[src/rtl/prog_loader_pkg.sv]
// Shared constants for the byte-stream program loader: command bytes and FSM state encoding.
package prog_loader_pkg;

    localparam logic [7:0] CMD_LOAD_I = 8'hA0;
    localparam logic [7:0] CMD_LOAD_D = 8'hA1;
    localparam logic [7:0] CMD_RUN    = 8'hB0;
    localparam logic [7:0] CMD_HALT   = 8'hC0;

    localparam int unsigned STATE_W = 3;

    localparam logic [STATE_W-1:0] ST_IDLE  = 3'd0;
    localparam logic [STATE_W-1:0] ST_ADDR0 = 3'd1;
    localparam logic [STATE_W-1:0] ST_ADDR1 = 3'd2;
    localparam logic [STATE_W-1:0] ST_CNT0  = 3'd3;
    localparam logic [STATE_W-1:0] ST_CNT1  = 3'd4;
    localparam logic [STATE_W-1:0] ST_DATA  = 3'd5;
    localparam logic [STATE_W-1:0] ST_WRITE = 3'd6;

endpackage

[src/rtl/prog_loader.sv]
// Boot loader: parses command frames from a valid/ready byte stream, writes words into
// instruction/data memory and owns the processor reset line.
module prog_loader
    import prog_loader_pkg::*;
#(
    parameter int unsigned ADDR_W = 10
) (
    input  logic              clk,
    input  logic              rst,
    input  logic              rx_valid,
    input  logic [7:0]        rx_data,
    output logic              rx_ready,
    output logic              mem_we,
    output logic              mem_sel,
    output logic [ADDR_W-1:0] mem_addr,
    output logic [31:0]       mem_wdata,
    output logic              cpu_rst,
    output logic              busy,
    output logic              err
);

    logic [STATE_W-1:0] state_q, state_d;
    logic [1:0]         idx_q, idx_d;
    logic [15:0]        cnt_q, cnt_d;
    logic [7:0]         addr_lo_q, addr_lo_d;
    logic [ADDR_W-1:0]  addr_q, addr_d;
    logic               addr_bad_q, addr_bad_d;
    logic [31:0]        shift_q, shift_d;
    logic               rx_ready_q, rx_ready_d;
    logic               mem_we_q, mem_we_d;
    logic               mem_sel_q, mem_sel_d;
    logic [ADDR_W-1:0]  mem_addr_q, mem_addr_d;
    logic [31:0]        mem_wdata_q, mem_wdata_d;
    logic               cpu_rst_q, cpu_rst_d;
    logic               busy_q, busy_d;
    logic               err_q, err_d;

    logic               accept;
    logic [15:0]        full_addr;

    assign accept    = rx_valid && rx_ready_q;
    assign full_addr = {rx_data, addr_lo_q};

    // State and output registers
    always_ff @(posedge clk) begin
        if (rst) begin
            state_q     <= ST_IDLE;
            idx_q       <= 2'd0;
            cnt_q       <= 16'd0;
            addr_lo_q   <= 8'd0;
            addr_q      <= '0;
            addr_bad_q  <= 1'b0;
            shift_q     <= 32'd0;
            rx_ready_q  <= 1'b1;
            mem_we_q    <= 1'b0;
            mem_sel_q   <= 1'b0;
            mem_addr_q  <= '0;
            mem_wdata_q <= 32'd0;
            cpu_rst_q   <= 1'b1;
            busy_q      <= 1'b0;
            err_q       <= 1'b0;
        end else begin
            state_q     <= state_d;
            idx_q       <= idx_d;
            cnt_q       <= cnt_d;
            addr_lo_q   <= addr_lo_d;
            addr_q      <= addr_d;
            addr_bad_q  <= addr_bad_d;
            shift_q     <= shift_d;
            rx_ready_q  <= rx_ready_d;
            mem_we_q    <= mem_we_d;
            mem_sel_q   <= mem_sel_d;
            mem_addr_q  <= mem_addr_d;
            mem_wdata_q <= mem_wdata_d;
            cpu_rst_q   <= cpu_rst_d;
            busy_q      <= busy_d;
            err_q       <= err_d;
        end
    end

    // Frame parser, word assembler and next-output logic
    always_comb begin
        state_d     = state_q;
        idx_d       = idx_q;
        cnt_d       = cnt_q;
        addr_lo_d   = addr_lo_q;
        addr_d      = addr_q;
        addr_bad_d  = addr_bad_q;
        shift_d     = shift_q;
        mem_we_d    = 1'b0;
        mem_sel_d   = mem_sel_q;
        mem_addr_d  = mem_addr_q;
        mem_wdata_d = mem_wdata_q;
        cpu_rst_d   = cpu_rst_q;
        err_d       = err_q;

        case (state_q)
            ST_IDLE: begin
                if (accept) begin
                    case (rx_data)
                        CMD_LOAD_I, CMD_LOAD_D: begin
                            state_d   = ST_ADDR0;
                            cpu_rst_d = 1'b1;
                            mem_sel_d = (rx_data == CMD_LOAD_D);
                        end
                        CMD_RUN: cpu_rst_d = 1'b0;
                        CMD_HALT: begin
                            cpu_rst_d = 1'b1;
                            err_d     = 1'b0;
                        end
                        default: err_d = 1'b1;
                    endcase
                end
            end
            ST_ADDR0: begin
                if (accept) begin
                    addr_lo_d = rx_data;
                    state_d   = ST_ADDR1;
                end
            end
            ST_ADDR1: begin
                if (accept) begin
                    addr_d     = full_addr[ADDR_W-1:0];
                    addr_bad_d = ((full_addr >> ADDR_W) != 16'd0);
                    if (addr_bad_d) begin
                        err_d = 1'b1;
                    end
                    state_d = ST_CNT0;
                end
            end
            ST_CNT0: begin
                if (accept) begin
                    cnt_d   = {8'h00, rx_data};
                    state_d = ST_CNT1;
                end
            end
            ST_CNT1: begin
                if (accept) begin
                    cnt_d = {rx_data, cnt_q[7:0]};
                    idx_d = 2'd0;
                    // A bad address or empty count ends the frame without touching memory
                    if (addr_bad_q || (cnt_d == 16'd0)) begin
                        state_d = ST_IDLE;
                    end else begin
                        state_d = ST_DATA;
                    end
                end
            end
            ST_DATA: begin
                if (accept) begin
                    shift_d = {rx_data, shift_q[31:8]};
                    idx_d   = idx_q + 2'd1;
                    if (idx_q == 2'd3) begin
                        state_d     = ST_WRITE;
                        mem_we_d    = 1'b1;
                        mem_addr_d  = addr_q;
                        mem_wdata_d = shift_d;
                    end
                end
            end
            ST_WRITE: begin
                addr_d = addr_q + ADDR_W'(1);
                cnt_d  = cnt_q - 16'd1;
                if (cnt_q == 16'd1) begin
                    state_d = ST_IDLE;
                end else begin
                    state_d = ST_DATA;
                end
            end
            default: state_d = ST_IDLE;
        endcase

        rx_ready_d = (state_d != ST_WRITE);
        busy_d     = (state_d != ST_IDLE);
    end

    assign rx_ready  = rx_ready_q;
    assign mem_we    = mem_we_q;
    assign mem_sel   = mem_sel_q;
    assign mem_addr  = mem_addr_q;
    assign mem_wdata = mem_wdata_q;
    assign cpu_rst   = cpu_rst_q;
    assign busy      = busy_q;
    assign err       = err_q;

endmodule

[config.mk]
export PLATFORM = sky130hd
export DESIGN_NAME = prog_loader
export DESIGN_NICKNAME = d
export VERILOG_FILES = /design/src/rtl/prog_loader_pkg.sv /design/src/rtl/prog_loader.sv
export SDC_FILE = /design/constraint.sdc
export NUM_CORES = 1
export LEC_CHECK = 0
export ABC_AREA = 1
export ABC_CLOCK_PERIOD_IN_PS = 1800
export BUFFER_PORTS_ARGS = -buffer_cell sky130_fd_sc_hd__buf_2
export CAP_MARGIN = 20
export CORE_MARGIN = 4
export CORE_UTILIZATION = 58
export DETAILED_ROUTE_END_ITERATION = 10
export PLACE_DENSITY_LB_ADDON = 0.3
export REMOVE_ABC_BUFFERS = 1
export SETUP_SLACK_MARGIN = 0.1
export SYNTH_ARGS = -nofsm -noshare
export SYNTH_HDL_FRONTEND = slang
export SYNTH_SLANG_ARGS = --single-unit
[constraint.sdc]
create_clock -name clk -period 1.8 [get_ports clk]
set_input_delay 0.54 -clock clk [delete_from_list [all_inputs] [get_ports clk]]
set_output_delay 0.54 -clock clk [all_outputs]
set_load 0.1 [all_outputs]
== After elaboration in Yosys (flattened, before gate mapping) ==
Index checks and enable logic that the tools add are counted.

* Equal/unequal tests: 20
* Bitwise gates (word level): 3
* Reduce and logical (&&, ||, !) cells: 27
* Muxes and demuxes: 26
* Divide/modulo/power cells: 0
* Multipliers: 0
* Shift-type cells: 0
* Order comparisons: 0
* $add $sub $neg: 3

{| class="wikitable"
|+ Operator list
! kind !! number
|-
| $pmux 16 s3 || 1
|-
| $eq 8x8->1 const B || 4
|-
| $mux 16 || 2
|-
| $mux 3 || 10
|-
| $pmux 3 s7 || 1
|-
| $pmux 10 s2 || 1
|-
| $reduce_and 3->1 || 6
|-
| $eq 16x1->1 const B || 1
|-
| $logic_not 16->1 || 1
|-
| $reduce_bool 16->1 || 1
|-
| $sub 16x1->16 const B || 1
|-
| $ne 2x2->1 const B || 7
|-
| $add 10x1->10 const B || 1
|-
| $mux 10 || 1
|-
| $reduce_bool 2->1 || 5
|-
| $eq 3x3->1 const B || 3
|-
| $reduce_or 3->1 || 3
|-
| $reduce_and 2->1 || 4
|-
| $eq 3x2->1 const B || 2
|-
| $pmux 1 s2 || 3
|-
| $reduce_bool 3->1 || 2
|-
| $reduce_and 5->1 || 1
|-
| $mux 1 || 4
|-
| $mux 2 || 2
|-
| other kinds (10) || 12
|}

* Register bits after elaboration: 120
* Memories: 0
* Bits in writable memories: 0
* Word-level logic and storage cells: 95
* Bits of input ports: 11
* ROM bits: 0
* Latch bits: 0

== Depth between registers and ports, before layout ==
Gate-level depths: netlist of the first run.

* Depth in word-level cells: 6
* Depth in mapped cells: 11

== Worst setup path before layout of the first run ==
No wires, ideal clock.

* Kind: reg2reg
* Start point: register rx_ready_q, in the netlist rx_ready
* End point: register mem_wdata_q[15], in the netlist mem_wdata[15]
* Required time: 1.681 ns
* Slack: -0.362 ns
* Path buffers: 2
* Stages on the path, launching flop included: 10
* Library setup time: 0.119 ns
* Arrival time: 2.043 ns
* Clock period less this slack: 2.162 ns
* Path through: dfxtp_1 nand2_2 inv_1 nand2_4 nor2_8 inv_2 buf_6 buf_6 nand3_1 o21ai_2

* Word-level cells in the longest chain between the ends: 2

{| class="wikitable"
|+ Ends and longest elaborated chain
! item !! line !! RTL
|-
| from (decl) || prog_loader.sv:29 || <nowiki>logic rx_ready_q, rx_ready_d;</nowiki>
|-
| from (signal assigned) || prog_loader.sv:70 || <nowiki>rx_ready_q <= rx_ready_d;</nowiki>
|-
| $logic_and 1x1->1 || prog_loader.sv:41 || <nowiki>assign accept = rx_valid && rx_ready_q;</nowiki>
|-
| $reduce_and 3->1 (no source line) || -- ||
|-
| to (signal assigned) || prog_loader.sv:74 || <nowiki>mem_wdata_q <= mem_wdata_d;</nowiki>
|-
| to (decl) || prog_loader.sv:33 || <nowiki>logic [31:0] mem_wdata_q, mem_wdata_d;</nowiki>
|}

No other way between the ends.
A chain may end at the register's enable or synchronous reset.

== Worst setup path in the final report of the first run ==
* Start point: register mem_addr_q[4], in the netlist mem_addr[4]
* End point: output mem_addr[4]

{| class="wikitable"
|+ RTL lines
! item !! line !! RTL
|-
| from (decl) || prog_loader.sv:32 || <nowiki>logic [ADDR_W-1:0] mem_addr_q, mem_addr_d;</nowiki>
|-
| from (signal assigned) || prog_loader.sv:73 || <nowiki>mem_addr_q <= mem_addr_d;</nowiki>
|-
| to (decl) || prog_loader.sv:15 || <nowiki>output logic [ADDR_W-1:0] mem_addr,</nowiki>
|}

No word-level cell between the ends.

==> results of run 1 <==
synth_stat cells (all sizes together):
| cell | instances |
|---|---|
| buf | 19 |
| o21ai | 102 |
| nand4 | 7 |
| nand3 | 52 |
| nor2 | 90 |
| nand2 | 92 |
| a311oi | 1 |
| o211ai | 2 |
| o21bai | 3 |
| and2 | 1 |
| dfxtp | 112 |
| clkinv | 1 |
| o22ai | 4 |
| inv | 75 |
| nor3 | 2 |
| a22oi | 3 |
| xor2 | 3 |
| or2 | 2 |
| o21a | 1 |
| a21oi | 62 |
| ha | 5 |
| clkbuf | 12 |
| a211oi | 12 |
| o2111ai | 2 |
worst max-delay path by stage:
stage                   from       endpoint  slack, ps  cells past startpoint
2_1_floorplan       rx_ready  mem_wdata[10]       -820                      8
3_3_place_gp        rx_valid   mem_wdata[8]         40                      9
3_5_place_dp        rx_valid  mem_wdata[10]         -5                      9
4_1_cts        mem_wdata[10]  mem_wdata[10]        100                      1
5_1_grt           state_q[0]       cnt_q[4]         60                      9
6_report         mem_addr[4]    mem_addr[4]        140                      1
kinds of logic (layout without fill, tap and decap cells):
group / after synthesis / count (layout) / synth area share (%)
flops: 112 / 112 / 44.69
xor+xnor: 3 / 3 / 0.5238
simple gates: 246 / 246 / 21.82
buf+inv: 107 / 179 / 9.551
compound gates: 192 / 192 / 22.17
fa+ha+maj: 5 / 5 / 1.247
layer usage:
layer / part of all wire [%] / vias to the layer above / wire, um
li1: - / 2337 / -
met4: 3.7 / 0 / 476
met1: 42 / 2194 / 5391
met5: 0 / - / 0
met3: 7.7 / 51 / 985
met2: 46 / 211 / 5893
cell usage in the layout (no fill, tap or decap), drive strengths merged:
master	n
and2	1
nor2	90
buf	57
a21oi	62
nor3	2
a211oi	12
inv	77
nand3	52
xor2	3
a311oi	1
clkbuf	40
nand2	92
clkinv	4
o211ai	2
or2	2
o22ai	4
o21a	1
dfxtp	112
o21bai	3
a22oi	3
o21ai	102
nand4	7
clkinvlp	1
ha	5
o2111ai	2
cell type report:
type	count	area (um^2)	share of cell area, %
inverters	76	296.5	5.110
clock inverters	6	50.05	0.8624
repair buffers	87	629.4	10.85
well taps	105	131.4	2.264
flip-flops and latches	112	2250	38.77
multi-input cells	446	2308	39.78
clock buffers	10	137.6	2.372
through the flow:
| step | TNS (ps) | hold slack [ps] | worst slack (ps) |
|---|---|---|---|
| final | 0 | 457.4 | 142.5 |
| after global routing | 0 | 460.8 | 59.26 |
| after CTS | 0 | 440.6 | 100.9 |
| after detailed placement | -12.11 | 445.9 | -4.892 |
| after global placement | 0 | 444.3 | 38.61 |
| after floorplan | -41580 | 437.9 | -816.6 |
state kept, by name, summed over array words and instances (netlist names), 2 cells and up:
name,cells
addr_lo_q,8
addr_q,10
cnt_q,16
idx_q,2
mem_addr,10
mem_wdata,32
shift_q,24
state_q,3
worst register-to-register path, stage by stage (launching register included):
cell and delay [ps]:
dfxtp_1 340, inv_1 120, ha_2 260, nand2_1 140
nor2_2 230, nand2_1 110, nand3_1 110, nand3_1 90
o211ai_1 90, inv_1 60
where the power goes:
part | internal, mW | leakage (nW) | switching (mW)
combinational | 0.0468 | 1.52 | 0.120
clock | 0.565 | 0.100 | 0.885
sequential | 2.48 | 0.903 | 0.00175
total | 3.09 | 2.52 | 1.01
repair_timing:
| item | 4_1_cts | 5_1_grt |
|---|---|---|
| endpoints found under the setup margin | 14 | 60 |
| setup buffers | 0 | 4 |
| pin swaps | 0 | 1 |
| endpoints found under the hold margin | 0 | 0 |
| resized for setup | 14 | 52 |
==> insert_results.sql, run 1 <==
INSERT INTO impl_metrics (metric_group, metric, value, unit) VALUES
('power_and_ir_drop', 'static-leakage-power', '2.524', 'nW'),
('global_route', 'global_route.overflow_total', '0', ''),
('clocking', 'postCtsHoldBufs', '0', ''),
('global_route', 'met3_resource_use_gr', '3.599', '%'),
('place', 'io_buffer_count', '58', ''),
('power_and_ir_drop', 'fin_total_pwr', '4.097', 'mW'),
('sta', 'max_freq', '603.3', 'MHz'),
('floorplan', 'rows', '33', ''),
('global_route', 'top_usage_layer', 'met2', ''),
('finish', 'finalNetCount', '748', ''),
('critical_path', 'r2r-end', 'cnt_q[8]', ''),
('logic_synthesis', 'syn-instance-count', '665', ''),
('power_and_ir_drop', 'power.density', '705.9', 'nW/um^2'),
('critical_path', 'cpMaxStageDelayCell', 'buf_2', ''),
('logic_synthesis', 'avgSynthCellArea', '7.545', 'um^2'),
('sta', 'timing.final.crit_share', '92.08', '%'),
('drt', 'post_drt_via_cell_ratio', '5.692', ''),
('drt', 'dr.first_iter.drc_count', '388', ''),
('global_route', 'grt_antenna_before_repair', '0', ''),
('finish', 'diodes', '0', ''),
('floorplan', 'pin_count', '59', ''),
('logic_synthesis', 'mappedNetlistArea', '5017', 'um^2'),
('critical_path', 'crit_path_cell_trace', 'buf_2', ''),
('sta', 'rsz0062_at_grt', 'yes', ''),
('floorplan', 'coreArea', '8299', 'um^2'),
('floorplan', 'fp.dieArea', '10200', 'um^2'),
('power_and_ir_drop', 'max-vdd-ir-drop', '0.5320', 'mV'),
('critical_path', 'cp_data_arrival_time', '1120', 'ps'),
('critical_path', 'timing_worst_setup_path_type', 'flip-flop to primary output', ''),
('sta', 'final.min_clock_period', '1658', 'ps'),
('finish', 'final_cells', '842', ''),
('finish', 'layout.filler_cells', '692', ''),
('global_route', 'grt_max_degree', '38', ''),
('floorplan', 'initial_utilization', '60.46', '%'),
('min_path', 'worst_hold_startpoint', 'rst', ''),
('drt', 'drcViolationCount', '0', ''),
('critical_path', 'critical_path_peak_fanout', '2', ''),
('sta', 'slew_headroom', '67.97', '%'),
('sta', 'actual_transition_at_the_worst_max_transition_pin', '483.7', 'ps'),
('min_path', 'timing.hold.worst_path_depth', '2', ''),
('critical_path', 'r2r_slack', '170', 'ps'),
('critical_path', 'cpLargestDelayFamily', 'buffers and inverters', ''),
('outcome', 'status', 'complete, no violations', ''),
('logic_synthesis', 'yosys_register_bits', '112', ''),
('sta', 'maxSlewViolCount', '0', ''),
('place', 'placement.cell_area', '5433', 'um^2'),
('critical_path', 'critical-path-max-stage-delay', '420', 'ps'),
('finish', 'final_area', '5803', 'um^2'),
('logic_synthesis', 'synth_warnings', '0', ''),
('global_route', 'grt_pass1_wl', '20.84', 'mm'),
('logic_synthesis', 'netlist-cell-type-count', '36', ''),
('flow_run', 'max-cap-violations', '0', ''),
('critical_path', 'start_kind', 'flip-flop', ''),
('sta', 'timing.final.setup_violations', '0', ''),
('drt', 'wl_per_cell', '15.14', 'um'),
('min_path', 'min-delay-path-class', 'input port to flip-flop', ''),
('sta', 'fin_worst_skew', '11.02', 'ps'),
('global_route', 'via_count_of_the_first_global_routing_pass', '4448', ''),
('place', 'place.gp.congestion', '0.9979', ''),
('logic_synthesis', 'post-synth-top-area-cell', 'dfxtp_1', ''),
('clocking', 'clock_insertion_delay_worst_skew', '370', 'ps'),
('clocking', 'cts_made_buffers', '9', ''),
('clocking', 'clkSlewWorstSetupHoldPaths', '110', 'ps'),
('clocking', 'htreeDepth', '3', ''),
('clocking', 'clock_sink_count', '112', ''),
('logic_synthesis', 'post_synth_main_area_contributors', 'dfxtp_1 45%, o21ai_0 8.1%, nand2_1 6.4%', ''),
('drt', 'dr_total_vias', '4793', ''),
('critical_path', 'regToRegStartpoint', 'cnt_q[0]', ''),
('finish', 'layout-area-overhead-vs-synth', '15.66', '%'),
('global_route', 'globalRouteTotalUtil', '25.26', '%'),
('global_route', 'grt_use_met2', '40.61', '%');
Note: power is estimated with default switching activity, not from simulation.
==> inputs of run 2 (changes only) <==
ABC_AREA = not set   (was 1)
==> run 2 against run 1 <==
The flow now finishes with violations (setup timing). Non-clock buffer count rose by 92. Register-to-register slack got worse by 520 ps. Sequential share of layout area fell by 5.8 points. Synthesized area shrank 4.0%. Critical path depth up 8. Total power increased by 5.2%. Fmax decreased by 23%. Clock skew grew 2.7 ps. First-iteration DRC count increased by 89%. Die area fell by 3.7%.
==> insert_results.sql, run 2 <==
INSERT INTO impl_metrics (metric_group, metric, value, unit) VALUES
('logic_synthesis', 'post_synth_fa_ha_maj_area_fraction', '1.298', '%'),
('place', 'placement.cell_area', '5787', 'um^2'),
('critical_path', 'element_type_at_the_critical_path_end', 'flip-flop', ''),
('place', 'place_hpwl', '9.224', 'mm'),
('clocking', 'htreeDepth', '3', ''),
('critical_path', 'timing_worst_setup_path_type', 'flip-flop to flip-flop', ''),
('critical_path', 'start_kind', 'flip-flop', ''),
('logic_synthesis', 'synth.area.mux_share', '2.103', '%'),
('critical_path', 'setup.worst_path.start', 'cnt_q[6]', ''),
('logic_synthesis', 'postSynth.topFlopCell', 'dfxtp_1', ''),
('floorplan', 'die_h', '99.15', 'um'),
('finish', 'largest_register_ffs', '32', ''),
('logic_synthesis', 'synth_warnings', '0', ''),
('floorplan', 'fp.dieArea', '9830', 'um^2'),
('logic_synthesis', 'yosys.cell_count.top_type', 'dfxtp_1', ''),
('clocking', 'clkSlewWorstSetupHoldPaths', '120', 'ps'),
('drt', 'wl_per_cell', '22.05', 'um'),
('logic_synthesis', 'synth_enable_flop_cells', '0', ''),
('logic_synthesis', 'post_synth_xor_area_fraction', '0.3635', '%'),
('outcome', 'failing_checks', 'setup timing', ''),
('drt', 'dr.first_iter.drc_count', '732', ''),
('global_route', 'global_route.overflow_total', '0', ''),
('sta', 'setup_tns', '-8777', 'ps'),
('sta', 'maxSlewViolCount', '0', ''),
('global_route', 'globalRouteTotalUtil', '28.97', '%'),
('finish', 'diodes', '0', ''),
('finish', 'final_area', '6840', 'um^2'),
('logic_synthesis', 'post_synth_arst_share', '0', '%'),
('logic_synthesis', 'synthDominantCellAreaShare', '46.53', '%'),
('outcome', 'status', 'complete, but fails checks', ''),
('critical_path', 'cp_data_arrival_time', '2430', 'ps'),
('place', 'io_buffer_count', '58', ''),
('clocking', 'clock_insertion_delay_worst_skew', '390', 'ps'),
('floorplan', 'initial_utilization', '61.09', '%'),
('logic_synthesis', 'yosys_register_bits', '112', ''),
('floorplan', 'rows', '32', ''),
('power_and_ir_drop', 'power.density', '629.9', 'nW/um^2'),
('finish', 'layout_common_cells', '120 x buf_4, 109 x nand2_1, 105 x dfxtp_1', ''),
('sta', 'actual_transition_at_the_worst_max_transition_pin', '635.1', 'ps'),
('critical_path', 'critical_path_peak_fanout', '5', ''),
('finish', 'multi_input_area', '2681', 'um^2'),
('finish', 'layout-area-overhead-vs-synth', '41.96', '%'),
('logic_synthesis', 'synthSimpleGateAreaFrac', '23.50', '%'),
('sta', 'timing.final.hold_violations', '0', ''),
('drt', 'post_drt_via_cell_ratio', '6.610', ''),
('finish', 'layout.filler_cells', '373', ''),
('logic_synthesis', 'commonest_cells_in_the_synthesized_netlist', '112 x dfxtp_1, 109 x nand2_1, 68 x a21oi_1, 43 x nor2_1, 31 x clkbuf_1', ''),
('floorplan', 'coreArea', '7888', 'um^2'),
('floorplan', 'chipWidth', '99.15', 'um'),
('floorplan', 'pin_count', '59', ''),
('power_and_ir_drop', 'power.sequential.fraction', '57.5', '%'),
('power_and_ir_drop', 'cell_internal_pwr', '3.149', 'mW'),
('drt', 'totalWireLength', '18.33', 'mm'),
('min_path', 'min-delay-path-class', 'flip-flop to flip-flop', ''),
('sta', 'fin_worst_skew', '13.73', 'ps'),
('clocking', 'cts_made_buffers', '9', ''),
('finish', 'sequential_cell_area', '2258', 'um^2'),
('finish', 'finalNetCount', '740', ''),
('drt', 'antenna_violating_nets_post_route', '0', ''),
('sta', 'timing.final.crit_share', '119.3', '%'),
('power_and_ir_drop', 'fin_total_pwr', '4.309', 'mW'),
('global_route', 'via_count_of_the_first_global_routing_pass', '4713', ''),
('logic_synthesis', 'synth-seq-area-share', '46.53', '%'),
('clocking', 'clock_sink_count', '112', ''),
('clocking', 'clk_path_buf_depth', '2', ''),
('logic_synthesis', 'avgSynthCellArea', '8.365', 'um^2'),
('logic_synthesis', 'netlist-cell-type-count', '59', ''),
('sta', 'final.min_clock_period', '2147', 'ps'),
('logic_synthesis', 'mappedNetlistArea', '4818', 'um^2'),
('power_and_ir_drop', 'clock_power_share', '36.8', '%'),
('critical_path', 'worst-endpoint-required', '2090', 'ps'),
('sta', 'worst_slack', '-346.8', 'ps'),
('power_and_ir_drop', 'netSwitchingPower', '1.159', 'mW'),
('logic_synthesis', 'synth_compound_area_share', '21.79', '%'),
('power_and_ir_drop', 'max-vdd-ir-drop', '0.7479', 'mV'),
('finish', 'leading_cell_type_in_the_layout_fill_and_taps_excluded', 'buf_4', ''),
('sta', 'slew_headroom', '57.66', '%'),
('sta', 'max_freq', '465.8', 'MHz'),
('logic_synthesis', 'dominant_combinational_cell_family_by_area_after_synthesis', 'simple AND/OR/NAND/NOR gates', ''),
('power_and_ir_drop', 'p_comb_share', '5.7', '%'),
('clocking', 'cts_tree', 'done', ''),
('global_route', 'grt_antenna_before_repair', '0', ''),
('drt', 'dr_total_vias', '5493', ''),
('critical_path', 'regToRegStartpoint', 'cnt_q[6]', ''),
('finish', 'share_of_cells_above_drive_strength_1', '36.21', '%'),
('global_route', 'grt_max_degree', '52', ''),
('min_path', 'worst_hold_startpoint', 'shift_q[14]', ''),
('logic_synthesis', 'post-synth-top-area-cell', 'dfxtp_1', ''),
('global_route', 'grt_pass1_wl', '23.25', 'mm'),
('sta', 'timing.final.setup_violations', '37', ''),
('drt', 'drcViolationCount', '0', ''),
('clocking', 'root_buffer', 'clkbuf_8', ''),
('place', 'place.gp.congestion', '0.8951', ''),
('power_and_ir_drop', 'netSwitchingFraction', '26.90', '%'),
('flow_run', 'max-cap-violations', '0', ''),
('logic_synthesis', 'post_synth_main_area_contributors', 'dfxtp_1 47%, nand2_1 8.5%, a21oi_1 7.1%', ''),
('logic_synthesis', 'syn-instance-count', '576', ''),
('power_and_ir_drop', 'static-leakage-power', '2.712', 'nW'),
('drt', 'drt_first_pass_iters', '7', ''),
('sta', 'rsz0062_at_grt', 'yes', '');
[run 2: cell types whose count changed after synthesis, moves of 24 or more]
cell	previous run	this run
a22o_1	0	24
inv_1	70	8
nand2_1	85	109
nand3_1	51	8
nor2_1	85	43
o21ai_0	81	27
[run 2: power by group through the flow]
stage,clock (mW),sequential [mW],combinational [mW]
after global placement,0,2.54,0.198
after CTS,1.54,2.48,0.206
after global routing,1.67,2.48,0.251
after floorplan,0,2.55,0.0466
after detailed placement,0,2.54,0.201
final,1.59,2.48,0.243
[run 2: per-stage QoR]
step	worst slack (ps)	hold WS, ps	util, %	std cells
2_1_floorplan	-1280	426.0	-	534
3_3_place_gp	-252.6	438.5	73.37	783
3_5_place_dp	-378.2	443.0	73.37	783
4_1_cts	-204.1	456.5	79.65	805
5_1_grt	-429.0	477.0	86.72	831
6_report	-346.8	450.5	86.72	831
[run 2: what timing repair did]
action / 4_1_cts / 5_1_grt
pin swaps: 19 / 41
buffers inserted: 5 / 23
hold buffers: 0 / 0
gates resized for setup: 78 / 87
endpoints found under the setup margin: 97 / 84
cloned: 1 / 5
[run 2: worst paths after layout]
| path | cells after the start | endpoint | slack, ps |
|---|---|---|---|
| min | 2 | mem_wdata[6] | 450 |
| max | 9 | mem_wdata[31] | -350 |
| max reg2reg | 9 | mem_wdata[31] | -350 |
| min reg2reg | 2 | mem_wdata[6] | 450 |
[run 2: logic make-up (layout without fill, tap and decap cells)]
group,Yosys count,after routing
DFF,112,112
adders and majority gates,5,5
AOI/OAI and AO/OA,160,160
and+or+nand+nor,237,237
muxes,10,10
xor gates and xnor gates,2,2
buffers and inverters,50,203
[run 2: layer usage]
metal  GRT usage, %  routed length [um]  part of all wire (%)
met5              0                   0                     0
met4          10.08                1183                   6.5
met3          4.769                2038                    11
met2          47.83                8455                    46
met1          38.52                6650                    36
[run 2: worst max-delay path, stage by stage, from the launching register on]
cell      delay [ps]
dfxtp_1          350
buf_4            150
nor4_2           280
buf_4            190
and4_4           250
o211a_4          190
a211oi_4          80
buf_6            150
buf_12           130
a22o_1           250
[run 2: final cells by class]
class                   count  area share (%)
clock buffers              10           2.012
clock inverters             6           1.024
inverters                   8          0.4390
multi-input cells         414           39.20
flip-flops and latches    112           33.02
well taps                 102           1.866
repair buffers            179           22.44
